<file path="src/rtl/adc_lane_align_ctrl_if.sv">
// Control/status bundle between the lane-align controller and one ADC deserializer channel.
interface adc_lane_align_ctrl_if;
   logic        start;
   logic [11:0] adc_bits;
   logic [1:0]  adc_io_reset;
   logic [1:0]  in_delay_reset;
   logic [1:0]  in_delay_data_ce;
   logic [1:0]  in_delay_data_inc;
   logic [1:0]  adc_bitslip;
   logic        busy;
   logic        locked;
   logic        fail;
   logic        fail_lane;
   logic [4:0]  tap_0;
   logic [4:0]  tap_1;

   // Controller side
   modport master (
      input  start, adc_bits,
      output adc_io_reset, in_delay_reset, in_delay_data_ce, in_delay_data_inc,
             adc_bitslip, busy, locked, fail, fail_lane, tap_0, tap_1
   );

   // Channel / readout side
   modport slave (
      output start, adc_bits,
      input  adc_io_reset, in_delay_reset, in_delay_data_ce, in_delay_data_inc,
             adc_bitslip, busy, locked, fail, fail_lane, tap_0, tap_1
   );
endinterface

</file>
<file path="src/rtl/adc_lane_align_ctrl.sv">
// Link-training controller for one two-lane ADC deserializer channel (lclk domain).
// Trains lane 0 then lane 1 by bitslip and input-delay stepping until each lane
// returns its slice of the training pattern for MATCH_LEN consecutive words.
module adc_lane_align_ctrl #(
   parameter logic [11:0] TRAIN_PATTERN = 12'hB38,
   parameter int unsigned MATCH_LEN     = 16,
   parameter int unsigned SETTLE        = 4,
   parameter int unsigned RESET_CYCLES  = 8,
   parameter int unsigned MAX_TAP       = 31
) (
   input  logic                        lclk,
   input  logic                        rst,
   adc_lane_align_ctrl_if.master       bus
);

   localparam int unsigned TAP_W         = 5;
   localparam int unsigned MATCH_W       = 8;
   localparam int unsigned CNT_W         = 4;
   localparam int unsigned SLIP_W        = 3;
   localparam int unsigned SLIPS_PER_TAP = 6;

   typedef enum logic [2:0] {
      S_IDLE, S_RST, S_SETTLE, S_CHECK, S_SLIP, S_STEP, S_LOCKED, S_FAIL
   } state_t;

   state_t               state, state_n;
   logic [CNT_W-1:0]     cnt, cnt_n;
   logic [MATCH_W-1:0]   match_cnt, match_n;
   logic [SLIP_W-1:0]    slip_cnt, slip_n;
   logic                 lane, lane_n;
   logic [TAP_W-1:0]     tap_0, tap_0_n, tap_1, tap_1_n;
   logic [1:0]           io_reset, io_reset_n, dly_reset, dly_reset_n;
   logic [1:0]           ce, ce_n, bitslip, bitslip_n;
   logic                 busy, busy_n, locked, locked_n, fail, fail_n, fail_lane, fail_lane_n;
   logic [5:0]           lane_word, lane_pat;
   logic [TAP_W-1:0]     lane_tap;
   logic [1:0]           lane_mask;

   // State and registered outputs
   always_ff @(posedge lclk or posedge rst) begin
      if (rst) begin
         state     <= S_IDLE;
         cnt       <= '0;
         match_cnt <= '0;
         slip_cnt  <= '0;
         lane      <= 1'b0;
         tap_0     <= '0;
         tap_1     <= '0;
         io_reset  <= '0;
         dly_reset <= '0;
         ce        <= '0;
         bitslip   <= '0;
         busy      <= 1'b0;
         locked    <= 1'b0;
         fail      <= 1'b0;
         fail_lane <= 1'b0;
      end else begin
         state     <= state_n;
         cnt       <= cnt_n;
         match_cnt <= match_n;
         slip_cnt  <= slip_n;
         lane      <= lane_n;
         tap_0     <= tap_0_n;
         tap_1     <= tap_1_n;
         io_reset  <= io_reset_n;
         dly_reset <= dly_reset_n;
         ce        <= ce_n;
         bitslip   <= bitslip_n;
         busy      <= busy_n;
         locked    <= locked_n;
         fail      <= fail_n;
         fail_lane <= fail_lane_n;
      end
   end

   // Next-state, counters and next output values
   always_comb begin
      state_n     = state;
      cnt_n       = cnt;
      match_n     = match_cnt;
      slip_n      = slip_cnt;
      lane_n      = lane;
      tap_0_n     = tap_0;
      tap_1_n     = tap_1;
      busy_n      = busy;
      locked_n    = locked;
      fail_n      = fail;
      fail_lane_n = fail_lane;
      io_reset_n  = '0;
      dly_reset_n = '0;
      ce_n        = '0;
      bitslip_n   = '0;
      lane_word   = lane ? bus.adc_bits[11:6]    : bus.adc_bits[5:0];
      lane_pat    = lane ? TRAIN_PATTERN[11:6]   : TRAIN_PATTERN[5:0];
      lane_tap    = lane ? tap_1 : tap_0;
      lane_mask   = lane ? 2'b10 : 2'b01;

      case (state)
         S_IDLE, S_LOCKED, S_FAIL: begin
            if (bus.start) begin
               state_n     = S_RST;
               cnt_n       = '0;
               match_n     = '0;
               slip_n      = '0;
               lane_n      = 1'b0;
               tap_0_n     = '0;
               tap_1_n     = '0;
               busy_n      = 1'b1;
               locked_n    = 1'b0;
               fail_n      = 1'b0;
               fail_lane_n = 1'b0;
               io_reset_n  = 2'b11;
               dly_reset_n = 2'b11;
            end
         end
         S_RST: begin
            if (cnt == CNT_W'(RESET_CYCLES - 1)) begin
               state_n = S_SETTLE;
               cnt_n   = '0;
               match_n = '0;
            end else begin
               cnt_n       = cnt + 1'b1;
               io_reset_n  = 2'b11;
               dly_reset_n = 2'b11;
            end
         end
         S_SETTLE: begin
            if (cnt == CNT_W'(SETTLE - 1)) begin
               state_n = S_CHECK;
               cnt_n   = '0;
            end else begin
               cnt_n = cnt + 1'b1;
            end
         end
         S_CHECK: begin
            if (lane_word == lane_pat) begin
               if (match_cnt == MATCH_W'(MATCH_LEN - 1)) begin
                  match_n = '0;
                  if (!lane) begin
                     lane_n  = 1'b1;
                     slip_n  = '0;
                     cnt_n   = '0;
                     state_n = S_SETTLE;
                  end else begin
                     state_n  = S_LOCKED;
                     locked_n = 1'b1;
                     busy_n   = 1'b0;
                  end
               end else begin
                  match_n = match_cnt + 1'b1;
               end
            end else begin
               match_n   = '0;
               state_n   = S_SLIP;
               bitslip_n = lane_mask;
            end
         end
         // The sixth slip restores the original alignment, already checked, so step the delay instead
         S_SLIP: begin
            cnt_n = '0;
            if (slip_cnt == SLIP_W'(SLIPS_PER_TAP - 1)) begin
               slip_n  = '0;
               state_n = S_STEP;
               if (lane_tap != TAP_W'(MAX_TAP)) begin
                  ce_n = lane_mask;
               end
            end else begin
               slip_n  = slip_cnt + 1'b1;
               state_n = S_SETTLE;
            end
         end
         S_STEP: begin
            slip_n = '0;
            if (lane_tap == TAP_W'(MAX_TAP)) begin
               state_n     = S_FAIL;
               fail_n      = 1'b1;
               fail_lane_n = lane;
               busy_n      = 1'b0;
            end else begin
               if (lane) tap_1_n = tap_1 + 1'b1;
               else      tap_0_n = tap_0 + 1'b1;
               cnt_n   = '0;
               state_n = S_SETTLE;
            end
         end
         default: state_n = S_IDLE;
      endcase
   end

   assign bus.adc_io_reset      = io_reset;
   assign bus.in_delay_reset    = dly_reset;
   assign bus.in_delay_data_ce  = ce;
   assign bus.in_delay_data_inc = 2'b11;
   assign bus.adc_bitslip       = bitslip;
   assign bus.busy              = busy;
   assign bus.locked            = locked;
   assign bus.fail              = fail;
   assign bus.fail_lane         = fail_lane;
   assign bus.tap_0             = tap_0;
   assign bus.tap_1             = tap_1;

endmodule

</file>
<file path="src/flat_wrapper.sv">
// flat-port wrapper written by rule: the top's interface ports become plain ports
module adc_lane_align_ctrl_flat 
#(
   parameter logic [11:0] TRAIN_PATTERN = 12'hB38,
   parameter int unsigned MATCH_LEN     = 16,
   parameter int unsigned SETTLE        = 4,
   parameter int unsigned RESET_CYCLES  = 8,
   parameter int unsigned MAX_TAP       = 31
)
  (lclk, rst, bus_start, bus_adc_bits, bus_adc_io_reset, bus_in_delay_reset, bus_in_delay_data_ce, bus_in_delay_data_inc, bus_adc_bitslip, bus_busy, bus_locked, bus_fail, bus_fail_lane, bus_tap_0, bus_tap_1);
  adc_lane_align_ctrl_if bus_i ();
  input  logic lclk;
  input  logic rst;
  input wire logic [$bits(bus_i.start)-1:0] bus_start;
  input wire logic [$bits(bus_i.adc_bits)-1:0] bus_adc_bits;
  output wire logic [$bits(bus_i.adc_io_reset)-1:0] bus_adc_io_reset;
  output wire logic [$bits(bus_i.in_delay_reset)-1:0] bus_in_delay_reset;
  output wire logic [$bits(bus_i.in_delay_data_ce)-1:0] bus_in_delay_data_ce;
  output wire logic [$bits(bus_i.in_delay_data_inc)-1:0] bus_in_delay_data_inc;
  output wire logic [$bits(bus_i.adc_bitslip)-1:0] bus_adc_bitslip;
  output wire logic [$bits(bus_i.busy)-1:0] bus_busy;
  output wire logic [$bits(bus_i.locked)-1:0] bus_locked;
  output wire logic [$bits(bus_i.fail)-1:0] bus_fail;
  output wire logic [$bits(bus_i.fail_lane)-1:0] bus_fail_lane;
  output wire logic [$bits(bus_i.tap_0)-1:0] bus_tap_0;
  output wire logic [$bits(bus_i.tap_1)-1:0] bus_tap_1;
  assign bus_i.start = bus_start;
  assign bus_i.adc_bits = bus_adc_bits;
  assign bus_adc_io_reset = bus_i.adc_io_reset;
  assign bus_in_delay_reset = bus_i.in_delay_reset;
  assign bus_in_delay_data_ce = bus_i.in_delay_data_ce;
  assign bus_in_delay_data_inc = bus_i.in_delay_data_inc;
  assign bus_adc_bitslip = bus_i.adc_bitslip;
  assign bus_busy = bus_i.busy;
  assign bus_locked = bus_i.locked;
  assign bus_fail = bus_i.fail;
  assign bus_fail_lane = bus_i.fail_lane;
  assign bus_tap_0 = bus_i.tap_0;
  assign bus_tap_1 = bus_i.tap_1;
  adc_lane_align_ctrl #(.TRAIN_PATTERN(TRAIN_PATTERN), .MATCH_LEN(MATCH_LEN), .SETTLE(SETTLE), .RESET_CYCLES(RESET_CYCLES), .MAX_TAP(MAX_TAP)) u_core (.lclk(lclk), .rst(rst), .bus(bus_i));
endmodule
</file>
<file path="config.mk">
export PLATFORM = sky130hd
export DESIGN_NAME = adc_lane_align_ctrl_flat
export DESIGN_NICKNAME = d
export VERILOG_FILES = /design/src/rtl/adc_lane_align_ctrl_if.sv /design/src/rtl/adc_lane_align_ctrl.sv /design/src/flat_wrapper.sv
export SDC_FILE = /design/constraint.sdc
export NUM_CORES = 1
export LEC_CHECK = 0
export ABC_AREA = 0
export ABC_CLOCK_PERIOD_IN_PS = 2860
export BUFFER_PORTS_ARGS = -buffer_cell sky130_fd_sc_hd__buf_2
export CAP_MARGIN = 20
export CORE_UTILIZATION = 55
export CTS_CLUSTER_DIAMETER = 50
export CTS_CLUSTER_SIZE = 14
export DETAILED_ROUTE_END_ITERATION = 8
export PLACE_DENSITY_LB_ADDON = 0.12
export SYNTH_ARGS = -nofsm -noshare
export SYNTH_HDL_FRONTEND = slang
export SYNTH_SLANG_ARGS = --single-unit
</file>
<file path="constraint.sdc">
create_clock -name lclk -period 2.86 [get_ports lclk]
set_clock_uncertainty 0.1 [all_clocks]
set_input_delay 0.572 -clock lclk [delete_from_list [all_inputs] [get_ports lclk]]
set_output_delay 0.572 -clock lclk [all_outputs]
set_load 0.1 [all_outputs]
</file>
Word level (Yosys, flattened, before mapping)
Index checks and enable logic that the tools add are counted.
Storage, ports and cells
  register bits: 39
  input port bits: 15
  output and inout bits: 24
  logic and storage cells: 127
Cells by class
  add/subtract/negate cells: 5
  eq/ne operators: 26
  multiplexer cells: 65
  reduce and logical (&&, ||, !) cells: 17
Operators by type and width (count)
  $mux 3: 13
  $mux 5: 7
  $mux 8: 4
  $mux 4: 7
  $pmux 4 s6: 1
  $pmux 8 s3: 1
  $pmux 5 s2: 2
  $pmux 3 s6: 1
  $mux 2: 8
  $reduce_and 4->1: 4
  $eq 3x3->1 const B: 5
  $reduce_and 5->1: 3
  $ne 2x1->1 const B: 7
  $mux 1: 13
  $pmux 3 s4: 1
  $add 5x1->5 const B: 2
  $add 8x1->8 const B: 1
  $eq 8x4->1 const B: 1
  $ne 2x2->1 const B: 4
  $pmux 1 s2: 4
  $eq 3x2->1 const B: 2
  $eq 6x6->1: 1
  $mux 6: 1
  $reduce_and 3->1: 2
  16 further kinds: 18

Depth between registers and ports, before layout
  depth after elaboration: 5
  mapped depth: 7
  gate-level depth less buffers: 6

Worst setup path before layout
No wires, ideal clock.
  kind: register -> register
  start: register u_core.tap_0[2] (netlist: u_core.bus.tap_0[2])
  end: register u_core.cnt[3]
  library setup time: 124 ps
  arrival time: 2236 ps
  data required time: 2636 ps
  setup slack: 400 ps
  cell stages (with the launch flop): 7
  path buffers: 1
  period minus slack after synthesis: 2460 ps
  path through: dfrtp_1 and4b_1 and3_1 buf_2 o21ba_2 a211o_1 a211o_1
On the way
  cells in the longest elaborated chain, start to end: 4
RTL lines
  start, declared: RTL line adc_lane_align_ctrl.sv:31  | logic [TAP_W-1:0] tap_0, tap_0_n, tap_1, tap_1_n;
  start signal, assigned: RTL line adc_lane_align_ctrl.sv:63  | tap_0 <= tap_0_n;
  $mux 5: RTL line adc_lane_align_ctrl.sv:95  | lane_tap = lane ? tap_1 : tap_0;
  $eq 5x5->1: RTL line adc_lane_align_ctrl.sv:174  | if (lane_tap == TAP_W'(MAX_TAP)) begin
  $ne 2x2->1 (no line)
  $reduce_and 5->1 (no line)
  end signal, assigned: RTL line adc_lane_align_ctrl.sv:59  | cnt <= cnt_n;
  end, declared: RTL line adc_lane_align_ctrl.sv:27  | logic [CNT_W-1:0] cnt, cnt_n;
No other way between the ends.
A chain may end at the register's enable or synchronous reset.

Worst setup path in the final report
  start: register u_core.lane
  end: register u_core.cnt[3]
On the way
  cells in the longest elaborated chain, start to end: 4
  elaborated cells on any way between the ends: 9
  those cells by class: 5 x eq/ne; 3 x mux; 1 x reduce/logical
RTL lines
  start, declared: RTL line adc_lane_align_ctrl.sv:30  | logic lane, lane_n;
  start signal, assigned: RTL line adc_lane_align_ctrl.sv:62  | lane <= lane_n;
  $mux 6 (tied with other cells): RTL line adc_lane_align_ctrl.sv:93  | lane_word = lane ? bus.adc_bits[11:6] : bus.adc_bits[5:0];
  $eq 6x6->1 or $eq 5x5->1 (tied branches): RTL line adc_lane_align_ctrl.sv:136, adc_lane_align_ctrl.sv:174
  $ne 2x1->1 (no line) or $ne 2x2->1 (tied branches)
  $reduce_and 5->1 (no line) (*)
Every way passes the cells marked *; elsewhere a longest branch is shown, timed or not.

==> metrics.md <==
| Metric | Value |
|---|---|
| Library cells used by synthesis | 57 |
| Post-synth EDFFs | 0 |
| Ys flop type | dfrtp_1 |
| Horiz. Die Dim | 65.2 um |
| WL final | between 4000 and 5000 um |
| Post-synth ARST share | 1.00 |
| Setup tns final | 0 ns |
| Mapped cell area | between 0.002 and 0.0025 mm2 |
| Most common cell after layout, fill and taps aside | dfrtp_1 |
| Total I/O pin count | 39 |
| CP max FO | 7 |
| Die Y | 65.2 um |
| Fin crit period | 2.21 ns |
| Num CTS Buffers | 5 |
| CTS tree | done |
| Hold-fix buffer count after cts | 0 |
| ANT nets after route | 0 |
| Root Driver | clkbuf_8 |
| Crit path DAT | 2.29 ns |
| Crit start category | register |
| Rel. slew slack | 0.606 |
| Ant diodes | 0 |
| Final GP Congestion | ~0.83 |
| Clock network fraction of design power | 0.169 |
| Largest net degree at the start of global routing | 39 |
| Fill count | 345 |
| Maximum VDD drop | 0.519 mV |
| Placed Cells incl. Taps | 308 |
| Average wire per standard cell | between 10 and 15 um |
| Combinational power share | 0.478 |
| GR Util met2 | 0.424 |
| Post-Layout Cell Count | 315 |
| Fmax | 453 MHz |
| Post-route clock period utilization | 0.772 |
| Seq pwr share | 0.353 |
| Maximum clock path buffer count | 2 |
| Initial antenna violation count | 0 |
| Global-route wire length before repair | 7930 um |
| Drt drc | 0 |
| GR Util met3 | 0.0573 |
| Grt total ovfl | 0 |
| Post-DP Area | 0.00236 mm2 |
| RSZ-0062 raised after global routing | false |
| IO Port Bufs | 36 |
| Slew @ Worst Pin | between 0.5 and 0.6 ns |
| Data required time of the critical path | between 2 and 3 ns |
| LEAKAGE | 1.19 nW |
| # setup viols final | 0 |
| Avg Synthesized Cell Area | 9.37 um2 |
| Post-layout util | 0.650 |
| Total chip power | around 2.1 mW |
| Yosys reg bits | 38 |
| GRT Util Overall | 0.249 |
| Die Footprint | 0.00424 mm2 |
| Seq/Total Area, Yosys | 0.434 |
| Internal cell power | 1.08 mW |
| Most utilized layer in the global route result | met2 |
| Initial Utilization | 0.586 |
| Synth Warn # | 0 |
| Vias in the first global route | roughly 1800 |
| Clock sink total | 38 |
| Sw frac | 0.483 |
| Post-DP HPWL | 3380 um |
| Nets@finish | 286 |
| Mapped Cells | 234 |
| Area Overhead vs Synth | 11.0% |
| Router iterations before antenna repair | 4 |
| # Post-CTS Setup Buffers | 0 |
| Endpoints failing hold | 0 |
| CP endpoint kind | register |
| Finished Cell Area | 0.00243 mm2 |
| Critical path class | reg -> reg |
| Grt met1 use | 0.301 |
| Power Density | 858 mW/mm2 |
| Net Sw Power | ~1.0 mW |
| # Max-Cap Violations | 0 |
| Outcome | finished, final reports clean |
| Vias/cell | 6.03 |
| Area of the multi-input gates | roughly 0.0011 mm2 |
| Reg area | 951 um2 |
| Core Region | 0.00374 mm2 |
| Via Count | 1899 |
| FP Rows | 22 |
| CTS resizes | 0 |
| Worst skew pair latency | roughly 0.30 ns |
| CTS H-tree lvls | 2 |
| Hold Path Class | in -> async |
| Iter 0 DRT Violations | around 120 |
| Most frequent cells in the layout | 38 x dfrtp_1, 36 x buf_2, 27 x nand2_1 |
| Pins Over Slew Limit | 0 |
| Clock transition at path regs | roughly 0.080 ns |
| Layout cell share with drive strength beyond 1 | 0.213 |
logic make-up (layout without fill, tap and decap cells):
group	after synthesis	count (layout)	synth area share
other cells	1	2	0.00171
xor+xnor	10	10	0.0399
fa+ha+maj	4	4	0.0228
simple gates	102	102	0.245
mux	3	3	0.0143
compound gates	54	54	0.181
flops	38	38	0.434
buf+inv	22	54	0.0616
cells in the mapped netlist (2+ instances only):
library cell | count | area [um2]
a211o_1 | 6 | 52.6
clkbuf_1 | 2 | 7.51
a211oi_1 | 2 | 15.0
nand4_1 | 4 | 25.0
a31oi_1 | 5 | 31.3
a21oi_1 | 7 | 35.0
nand2_1 | 27 | 101
or2_2 | 3 | 18.8
a21o_1 | 2 | 15.0
buf_4 | 7 | 52.6
o22ai_1 | 2 | 12.5
o2111ai_1 | 2 | 17.5
a22o_1 | 3 | 26.3
inv_1 | 6 | 22.5
nand4b_1 | 3 | 26.3
nand3_1 | 10 | 50.1
o21ai_0 | 7 | 35.0
or3_1 | 2 | 12.5
nor2_1 | 24 | 90.1
and3_1 | 3 | 18.8
dfrtp_1 | 38 | 951
or4_4 | 2 | 22.5
a32o_1 | 2 | 20.0
ha_1 | 4 | 50.1
nor3_1 | 6 | 30.0
nor4_1 | 5 | 31.3
buf_2 | 3 | 15.0
nand2b_1 | 3 | 18.8
buf_6 | 3 | 33.8
mux2i_1 | 2 | 20.0
xnor2_1 | 6 | 52.6
xor2_1 | 4 | 35.0
o31ai_1 | 2 | 15.0
nor2b_1 | 3 | 18.8
o221ai_1 | 2 | 17.5
final cells by class:
cell class | count | area share
inverter | 7 | 0.0108
sequential | 38 | 0.391
timing repair buffer | 40 | 0.0863
tap | 48 | 0.0247
multi-input combinational | 175 | 0.456
clock buffer | 7 | 0.0313
power groups by stage:
stage	clock network, mW	registers, mW	logic [mW]
6_report	0.352	0.738	0.999
5_1_grt	0.378	0.755	1.09
4_1_cts	0.358	0.736	1.00
3_5_place_dp	0	0.746	0.998
3_3_place_gp	0	0.745	0.987
2_1_floorplan	0	0.864	0.755
metrics by stage:
step / setup slack (ns) / hold WS, ns
2_1_floorplan: 0.400 / 0.373
3_3_place_gp: 0.497 / 0.360
3_5_place_dp: 0.482 / 0.365
4_1_cts: 0.647 / 0.296
5_1_grt: 0.575 / 0.335
6_report: 0.652 / 0.283
critical path: stages, from the launching register on:
cell and delay [ns]:
dfrtp_1 0.46, or3_1 0.47, nor4_4 0.32, o22ai_1 0.10, a211o_1 0.35, a211o_1 0.30
sequential cells by signal, summed over array words and instances (netlist names):
name and count:
u_core.bus.busy 1, u_core.bus.fail_lane 1, u_core.bus.in_delay_data_ce 2, u_core.bus.adc_io_reset 1, u_core.lane 1, u_core.bus.adc_bitslip 2
u_core.state 3, u_core.slip_cnt 3, u_core.bus.locked 1, u_core.cnt 4, u_core.bus.tap_0 5, u_core.bus.fail 1
u_core.match_cnt 8, u_core.bus.tap_1 5
per-layer routing:
metal	up-vias	part of all wire
li1	923	-
met4	0	0.014
met5	-	0
met2	51	0.48
met1	919	0.46
met3	6	0.046
path summary, 6_finish.rpt:
check,slack [ns],end,depth (start not counted),from
min in group lclk,0.38,u_core.bus.fail,1,u_core.bus.fail
max,0.65,u_core.cnt[3],5,u_core.lane
max reg2reg,0.65,u_core.cnt[3],5,u_core.lane
max in group asynchronous,2.04,u_core.bus.in_delay_data_ce[1],3,rst
min reg2reg,0.38,u_core.bus.fail,1,u_core.bus.fail
min,0.28,u_core.bus.adc_bitslip[0],3,rst
Power figures use the tool's default switching activity.
